File: config.mk
export PLATFORM = sky130hd
export DESIGN_NAME = shift_sequencer
export DESIGN_NICKNAME = d
export VERILOG_FILES = /design/src/rtl/shift_pkg.sv /design/src/rtl/shift_sequencer.sv
export SDC_FILE = /design/constraint.sdc
export NUM_CORES = 1
export LEC_CHECK = 0
export CAP_MARGIN = 20
export CORE_MARGIN = 4
export CORE_UTILIZATION = 35
export CTS_CLUSTER_DIAMETER = 120
export CTS_CLUSTER_SIZE = 16
export DETAILED_ROUTE_END_ITERATION = 12
export MAX_ROUTING_LAYER = met4
export PLACE_DENSITY_LB_ADDON = 0.25
export SYNTH_ARGS = -nofsm -noshare
export SYNTH_HDL_FRONTEND = slang
export SYNTH_SLANG_ARGS = --single-unit
File: constraint.sdc
create_clock -name clk -period 1.4 [get_ports clk]
set_input_delay 0.14 -clock clk [delete_from_list [all_inputs] [get_ports clk]]
set_output_delay 0.14 -clock clk [all_outputs]
set_load 0.03 [all_outputs]
File: src/rtl/shift_pkg.sv
// shift_pkg: opcodes, sequencer states and opcode helpers shared by the shift datapath.
package shift_pkg;
    localparam logic [3:0] SH_NOP = 4'd0;
    localparam logic [3:0] SH_LSL = 4'd1;
    localparam logic [3:0] SH_LSR = 4'd2;
    localparam logic [3:0] SH_CIR = 4'd3;
    localparam logic [3:0] SH_CIL = 4'd4;
    localparam logic [3:0] SH_ASR = 4'd5;

    typedef enum logic [1:0] {IDLE, SHIFT, DONE} state_t;

    function automatic logic is_valid_shift(input logic [3:0] op);
        return op >= SH_LSL && op <= SH_ASR;
    endfunction

    // Left-moving ops lose the MSB, everything else loses the LSB.
    function automatic logic exit_bit(input logic [3:0] op, input logic [7:0] a);
        return (op == SH_LSL || op == SH_CIL) ? a[7] : a[0];
    endfunction
endpackage

File: src/rtl/shift_sequencer.sv
// shift_sequencer: iterates an external shifter over the accumulator for a repeat count,
// tracking the last bit shifted out and reporting busy/done.
module shift_sequencer
    import shift_pkg::*;
#(
    parameter int CNT_W = 3
) (
    input  logic             clk,
    input  logic             rst_n,
    input  logic             load,
    input  logic [7:0]       load_data,
    input  logic             start,
    input  logic [3:0]       op,
    input  logic [CNT_W-1:0] count,
    output logic [3:0]       shift_op,
    output logic [7:0]       acc_to_shifter,
    input  logic [7:0]       shifter_result,
    output logic [7:0]       acc,
    output logic             flag_c,
    output logic             busy,
    output logic             done
);
    state_t           state_q, state_d;
    logic [3:0]       op_q, op_d;
    logic [CNT_W-1:0] cnt_q, cnt_d;
    logic [7:0]       acc_q, acc_d;
    logic             c_q, c_d;
    logic             go;

    always_ff @(posedge clk or negedge rst_n) begin
        if (!rst_n) begin
            state_q <= IDLE;
            op_q    <= SH_NOP;
            cnt_q   <= '0;
            acc_q   <= 8'h00;
            c_q     <= 1'b0;
        end else begin
            state_q <= state_d;
            op_q    <= op_d;
            cnt_q   <= cnt_d;
            acc_q   <= acc_d;
            c_q     <= c_d;
        end
    end

    assign go = is_valid_shift(op) && count != '0;

    // Load beats start; degenerate commands complete immediately without touching acc.
    always_comb begin
        state_d = state_q;
        op_d    = op_q;
        cnt_d   = cnt_q;
        acc_d   = acc_q;
        c_d     = c_q;
        if (state_q == SHIFT) begin
            acc_d   = shifter_result;
            cnt_d   = cnt_q - 1'b1;
            c_d     = exit_bit(op_q, acc_q);
            state_d = cnt_q == CNT_W'(1) ? DONE : SHIFT;
        end else if (load) begin
            acc_d   = load_data;
            state_d = IDLE;
        end else if (start) begin
            op_d    = go ? op : op_q;
            cnt_d   = go ? count : cnt_q;
            state_d = go ? SHIFT : DONE;
        end else begin
            state_d = IDLE;
        end
    end

    assign busy           = state_q == SHIFT;
    assign done           = state_q == DONE;
    assign shift_op       = busy ? op_q : SH_NOP;
    assign acc_to_shifter = acc_q;
    assign acc            = acc_q;
    assign flag_c         = c_q;
endmodule
**Yosys cells after proc, flatten, opt, wreduce, memory -nomap -nowiden**

Index checks and enable logic that the tools add are counted.

- Order comparisons: 2
- Multiplexer cells: 13
- Bitwise operators: 2
- Reduce and logical (&&, ||, !) cells: 9
- Add/sub/neg operators: 1
- Eq/ne operators: 6

Operators by type and width:

| operator | number |
|---|---|
| 8-bit 2-to-1 mux | 2 |
| 3-bit 2-to-1 mux | 4 |
| 2-bit 2-to-1 mux | 5 |
| 2-bit nonzero test | 3 |
| 4-bit by 1-bit equality test with 1-bit output (second input constant) | 1 |
| 4-bit by 3-bit equality test with 1-bit output (second input constant) | 1 |
| 4-bit by 1-bit >= comparator with 1-bit output (second input constant) | 1 |
| 4-bit by 3-bit <= comparator with 1-bit output (second input constant) | 1 |
| 4-bit 2-to-1 mux | 1 |
| 4-bit AND reduction | 1 |
| 3-bit by 1-bit equality test with 1-bit output (second input constant) | 1 |
| 3-bit AND reduction | 1 |
| 3-bit nonzero test | 1 |
| 3-bit by 1-bit subtractor with 3-bit output (second input constant) | 1 |
| 2-bit by 1-bit equality test with 1-bit output (second input constant) | 1 |
| 2-bit equality test (second input constant) | 1 |
| 1-bit logical AND | 2 |
| 2-bit by 1-bit != test with 1-bit output (second input constant) | 1 |
| 1-bit NOT | 2 |
| 1-bit logical OR | 1 |
| 1-bit 2-to-1 mux | 1 |

- Bits of input ports: 27
- Word-level logic and storage cells: 38
- Output and inout port bits: 23
- Bits in registers: 18

**Depth between registers and ports, before layout**

Gate-level depths: netlist of the first run.

- Word-level depth: 7
- Depth in mapped cells: 6
- Depth with buffers taken out: 5

**Worst setup path after synthesis of the first run**

No wires, ideal clock.

- Path kind: reg2out
- Start: register state_q[1]
- End: output shift_op[0]
- Slack: -0.033 ns
- Data arrival time: 1.293 ns
- Stages on the path, launching flop included: 6
- Required time: 1.260 ns
- Path through: dfrtp_1 nand2b_1 buf_2 inv_2 clkbuf_1 and2_1

- Cells in the longest elaborated chain, start to end: 2

Ends and longest elaborated chain:

| element | line | RTL |
|---|---|---|
| start: declaration | shift_sequencer.sv:23 | `state_t state_q, state_d;` |
| start signal: assignment | shift_sequencer.sv:38 | `state_q <= state_d;` |
| 2-bit by 1-bit equality test with 1-bit output | shift_sequencer.sv:72 | `assign busy = state_q == SHIFT;` |
| 4-bit 2-to-1 mux | shift_sequencer.sv:74 | `assign shift_op = busy ? op_q : SH_NOP;` |
| end: declaration | shift_sequencer.sv:15 | `output logic [3:0] shift_op,` |

Every way passes these cells.

**Worst setup path in the final report of the first run**

- Start: input op[2]
- End: register op_q[2]

- Cells in the longest elaborated chain, start to end: 4
- Elaborated cells between the ends (all ways): 5
- Those cells by class: 2 x order compare; 3 x reduce/logical

Ends and longest elaborated chain:

| element | line | RTL |
|---|---|---|
| start: declaration | shift_sequencer.sv:13 | `input logic [3:0] op,` |
| 4-bit by 1-bit >= comparator with 1-bit output or 4-bit by 3-bit <= comparator with 1-bit output (tied branches) | shift_pkg.sv:13 | `return op >= SH_LSL && op <= SH_ASR;` |
| 1-bit logical AND | shift_pkg.sv:13 |  |
| 1-bit logical AND | shift_sequencer.sv:46 | `assign go = is_valid_shift(op) && count != '0;` |
| 4-bit AND reduction (no source line) | - |  |
| end signal: assignment | shift_sequencer.sv:39 | `op_q <= op_d;` |
| end: declaration | shift_sequencer.sv:24 | `logic [3:0] op_q, op_d;` |

Parallel ways exist; a longest one is shown, timed or not.
A chain may end at the register's enable or synchronous reset.

==> flow_metrics.tcl, run 1 <==
set metrics [dict create \
    peakVddDrop_uv 1590 \
    hpwl_mm 2.03 \
    clock_skew_ns 0.00446 \
    path_clk_slew_ns 0.10 \
    start_util 0.369 \
    viasPerCell 4.80 \
    globalplace.congestion 0.766 \
    drt_iter0_markers 11 \
    ys_seq_area_frac 0.438 \
    cp.required_ns 1.59 \
    post-route-min-period_ns 1.36 \
    cts.path.max_buffers 2 \
    antenna_found_initial 0 \
    wl_per_cell_um 13.3 \
    clock-sinks 18 \
    yosysWarningCount 0 \
    relSlewSlack 0.786 \
    synth_edf_count 0 \
    grt_max_degree 19 \
    n_antenna_cell 0 \
    grt_pass1_wl_mm 4.10 \
    critical_path_arrival_ns 1.55 \
    numPortBuffers 49 \
    grt_usage 0.134 \
    critical_path_class "input pin to flip-flop" \
    syn_avg_cell_area_um2 10.7 \
    path_max_fanout 4 \
    num_vias 893 \
    fin_nets 185 \
    synth-main-ff-cell "dfrtp_1" \
    die_height_um 62.2 \
    start_kind "input pin" \
    setup_viol_count_final 0 \
    timing.final.crit_share 0.973 \
    syn_inst 96 \
    cellLeakagePower_uw 0.000796 \
    rsz0062_at_grt "yes" \
    async_reset_ff_frac 1.00 \
    total_power_uw 3130 \
    drive_gt1_frac 0.284 \
    worstRegToRegCells 4 \
    tightest_slew_ns 0.322 \
    cts_tree "yes" \
    placementRows 19 \
    drc 0 \
    max_freq_mhz 734 \
    status "complete, no violations" \
    grt_pass1_vias 856 \
    ys_ff_latch 18 \
    cts.htree.levels 1 \
    numCtsBuffers 3 \
    yosysUniqueCellTypes 30 \
    clk_latency_ns 0.29 \
    ant_nets 0 \
    hold_path.class "input pin to asynchronous set/reset pin" \
    maxCapViolations 0 \
    core_um2 2780 \
    syn-cell-area_um2 1030 \
    dr.pass1.iters 4 \
    wl_mm 2.48 \
    postSynthNetCount 125 \
    grt-ovfl-total 0 \
    pin_count 50 \
    final_util 0.597 \
    die_x_um 62.2 \
    die_area_um2 3870 \
    endpoint_kind "flip-flop" \
    cts-root-buf "clkbuf_4" \
    p_per_area_nw_per_um2 1880 \
    hold_viol_final 0 \
    drv_slew 0 \
    syn2layout_area_growth_pct 61.6 \
]
-- critical path, cell delays in order --
cell,delay [ns]
clkdlybuf4s50_1,0.46
or3_4,0.42
nand4_4,0.07
nand2b_4,0.16
mux2_4,0.30
-- layout by cell type (no fill, tap or decap), types with 2 or more instances in the layout --
cell type	count
dlygate4sd2_1	17
dfrtp_1	18
inv_1	2
mux2_4	3
clkdlybuf4s50_1	26
nand2b_4	2
buf_6	5
nand3_1	4
o21ai_0	6
and2_4	4
ha_1	2
and2_1	2
buf_4	17
clkbuf_4	3
nor2b_1	2
nand2_1	9
or3_4	2
o21ai_1	6
mux2i_1	10
-- area by class of cell --
class | count | area [µm²]
Inverter | 3 | 18.8
Fill cell | 261 | 1120
Clock buffer | 4 | 36.3
Timing Repair Buffer | 67 | 618
Tap cell | 31 | 38.8
Multi-Input combinational cell | 63 | 498
Sequential cell | 18 | 450
-- layer usage --
layer / GRT usage / vias up / part of all wire
met5: - / - / 0
li1: - / 445 / -
met2: 0.220 / 29 / 0.51
met1: 0.151 / 415 / 0.42
met4: 0.0407 / 0 / 0.0077
met3: 0.0486 / 4 / 0.060
-- what timing repair did --
| item | CTS | global route |
|---|---|---|
| resized for setup | 22 | 12 |
| buffers inserted | 3 | 0 |
| setup endpoints to repair | 23 | 6 |
| hold buffers | 0 | 0 |
| cloned | 0 | 0 |
-- logic make-up after synthesis --
logic type	share of synthesized area
AND/OR/NAND/NOR	0.188
AO/OA/AOI/OAI	0.106
flip-flops	0.438
buffers and inverters	0.0938
multiplexers	0.141
adder cells (fa/ha/maj)	0.0244
XOR/XNOR	0.00853
-- sequential cells by signal, summed over array words and instances (netlist names) --
| signal | flops |
|---|---|
| acc | 8 |
| cnt_q | 3 |
| flag_c | 1 |
| op_q | 4 |
| state_q | 2 |
-- cells in the mapped netlist (all sizes together), types with 2 or more instances --
master	count	area, µm²
nand3	4	20.0
nor2b	3	26.3
and2	6	37.5
nand2b	2	20.0
dfrtp	18	450
nand2	9	33.8
or3	2	22.5
mux2	3	45.0
ha	2	25.0
buf	11	81.3
o21ai	12	60.1
inv	3	11.3
mux2i	10	100
a21oi	2	13.8
-- stage by stage --
step / cells / setup TNS, ns / hold WS (ns) / area [µm²] / setup slack [ns]
6_report: 186 / 0 / 0.160 / 1660 / 0.0383
5_1_grt: 186 / -0.0368 / 0.176 / 1660 / -0.0150
4_1_cts: 186 / 0 / 0.158 / 1640 / 0.00563
3_5_place_dp: 179 / -1.79 / 0.484 / 1590 / -0.278
3_3_place_gp: 179 / -1.58 / 0.483 / 1590 / -0.250
2_1_floorplan: 96 / 0 / -0.156 / 1030 / 0.0280
-- path summary, 6_finish.rpt --
| path | endpoint | from | slack [ns] |
|---|---|---|---|
| max in group asynchronous | acc[1] | rst_n | 1.04 |
| worst max register to register | op_q[2] | state_q[1] | 0.20 |
| min in group clk | acc[2] | shifter_result[2] | 0.38 |
| worst min register to register | flag_c | flag_c | 0.50 |
| worst max-delay path | op_q[2] | op[2] | 0.04 |
| worst min-delay path | cnt_q[2] | rst_n | 0.16 |
-- report_power, final --
part | internal (µW) | switching [µW]
logic | 812 | 1080
registers | 749 | 170
clock network | 158 | 156
total | 1720 | 1410
Power figures use the tool's default switching activity.
==> run 2: changes to the inputs <==
--- a/config.mk
+++ b/config.mk
@@ -13,6 +13,7 @@
 export DETAILED_ROUTE_END_ITERATION = 12
 export MAX_ROUTING_LAYER = met4
 export PLACE_DENSITY_LB_ADDON = 0.25
+export SLEW_MARGIN = 20
 export SYNTH_ARGS = -nofsm -noshare
 export SYNTH_HDL_FRONTEND = slang
 export SYNTH_SLANG_ARGS = --single-unit
==> results of run 2 <==
No change in the layout: final DEF, timing and power equal those of run 1.
==> run 3: changes to the inputs <==
--- a/config.mk
+++ b/config.mk
@@ -13,6 +13,7 @@
 export DETAILED_ROUTE_END_ITERATION = 12
 export MAX_ROUTING_LAYER = met4
 export PLACE_DENSITY_LB_ADDON = 0.25
+export RECOVER_POWER = 25
 export SLEW_MARGIN = 20
 export SYNTH_ARGS = -nofsm -noshare
 export SYNTH_HDL_FRONTEND = slang
==> flow_metrics.tcl, run 3 (same netlist as run 1, synthesis figures left out) <==
set metrics [dict create \
    path_max_fanout 4 \
    total_power_uw 3120 \
    cts.path.max_buffers 2 \
    fin_cells 186 \
    cp.required_ns 1.59 \
    numPortBuffers 49 \
    worst_slack_ns 0.0383 \
    p_int_uw 1720 \
    cts_tree "yes" \
    hold_ws_ns 0.384 \
    tightest_slew_ns 0.967 \
    relSlewSlack 0.355 \
    grt_pass1_wl_mm 4.10 \
    hpwl_mm 2.03 \
    crit_chain "clkdlybuf4s50_1, or3_4, nand4_4, nand2b_4, mux2_4" \
    maxCapViolations 0 \
    switching_share 0.450 \
    clkPwrFrac 0.101 \
    critical_path_class "input pin to flip-flop" \
    n_antenna_cell 0 \
    pin_count 50 \
    switchingPower_uw 1410 \
    grt_usage 0.134 \
    p_comb_frac 0.605 \
    cts-root-buf "clkbuf_4" \
    placementRows 19 \
    globalplace.congestion 0.766 \
    max_freq_mhz 734 \
    largest_register_ff_count 8 \
    numCtsBuffers 3 \
    peakVddDrop_uv 1590 \
    rsz0062_at_grt "yes" \
    die_x_um 62.2 \
    grt_max_degree 19 \
    clock-sinks 18 \
    cp_slowest_cell "clkdlybuf4s50_1" \
    die_height_um 62.2 \
    core_um2 2780 \
    ant_nets 0 \
    die_area_um2 3870 \
    antenna_found_initial 0 \
    p_per_area_nw_per_um2 1890 \
    viasPerCell 4.80 \
    grt-ovfl-total 0 \
    grt_pass1_vias 856 \
    drive_gt1_frac 0.277 \
    final_cell_mix "clkdlybuf4s50_1, dfrtp_1, dlygate4sd2_1" \
    fill_cells 263 \
    wl_mm 2.48 \
    drv_slew 0 \
    cts.htree.levels 1 \
    timing.final.crit_share 0.973 \
    pre_cts_ws_ns -0.278 \
    clock_skew_ns 0.00446 \
    layout_commonest_cell "clkdlybuf4s50_1" \
    clk_latency_ns 0.29 \
    start_util 0.369 \
    endpoint_kind "flip-flop" \
    dr.pass1.iters 4 \
    cellLeakagePower_uw 0.000793 \
    fin_nets 185 \
    num_vias 893 \
    status "complete, no violations" \
    hold_viol_final 0 \
    critical_path_arrival_ns 1.55 \
    syn2layout_area_growth_pct 61.3 \
    placedCellCount 179 \
    setup_viol_count_final 0 \
    drc 0 \
    drt_iter0_markers 11 \
    wl_per_cell_um 13.3 \
    hold_path.class "input pin to flip-flop" \
    seqPwrFrac 0.294 \
    path_clk_slew_ns 0.10 \
    slowest_delay_ns 0.46 \
    start_kind "input pin" \
    post-route-min-period_ns 1.36 \
]
[run 3: layout make-up]
| type | count | area (µm²) | area share |
|---|---|---|---|
| timing repair buffer | 67 | 614 | 0.371 |
| multi-input combinational | 63 | 498 | 0.301 |
| sequential | 18 | 450 | 0.272 |
| tap | 31 | 38.8 | 0.0234 |
| clock buffer | 4 | 36.3 | 0.0219 |
| inverter | 3 | 18.8 | 0.0113 |
[run 3: through the flow]
stage          setup TNS, ns  instance area (µm²)   util
6_report                   0                 1660  0.596
3_3_place_gp           -1.58                 1590  0.571
3_5_place_dp           -1.79                 1590  0.571
2_1_floorplan              0                 1030      -
4_1_cts                    0                 1640  0.589
5_1_grt              -0.0368                 1660  0.596
[run 3: final timing paths]
kind                                         from        to  cells past startpoint  slack, ns
worst max-delay path                        op[2]   op_q[2]                      5       0.04
worst min-delay path            shifter_result[2]    acc[2]                      3       0.38
worst max register to register         state_q[1]   op_q[2]                      4       0.20
worst min register to register             flag_c    flag_c                      2       0.50
max in group asynchronous                   rst_n    acc[1]                      2       0.31
min in group asynchronous                   rst_n  cnt_q[2]                      2       0.50
[run 3: critical path, delay by kind of cell]
family,cells,cell delay (ns)
mux,1,0.30
buf+inv,1,0.46
simple gates,3,0.65
[run 3: routing by layer]
layer  GRT usage  wire [µm]
met5           -          0
met4      0.0407         19
met3      0.0486        149
met2       0.220       1260
met1       0.151       1050
[run 3: power by group through the flow]
stage	registers [µW]	logic, µW	clock network, µW
after global routing	962	2040	355
after global placement	922	1960	0
after CTS	918	1870	334
after detailed placement	934	1980	0
final	918	1890	314
after floorplan	1160	1030	0
[run 3: repair_timing]
action / in CTS / in global routing
buffers inserted: 3 / 0
hold buffers: 0 / 0
resized for setup: 22 / 12
setup endpoints to repair: 23 / 6
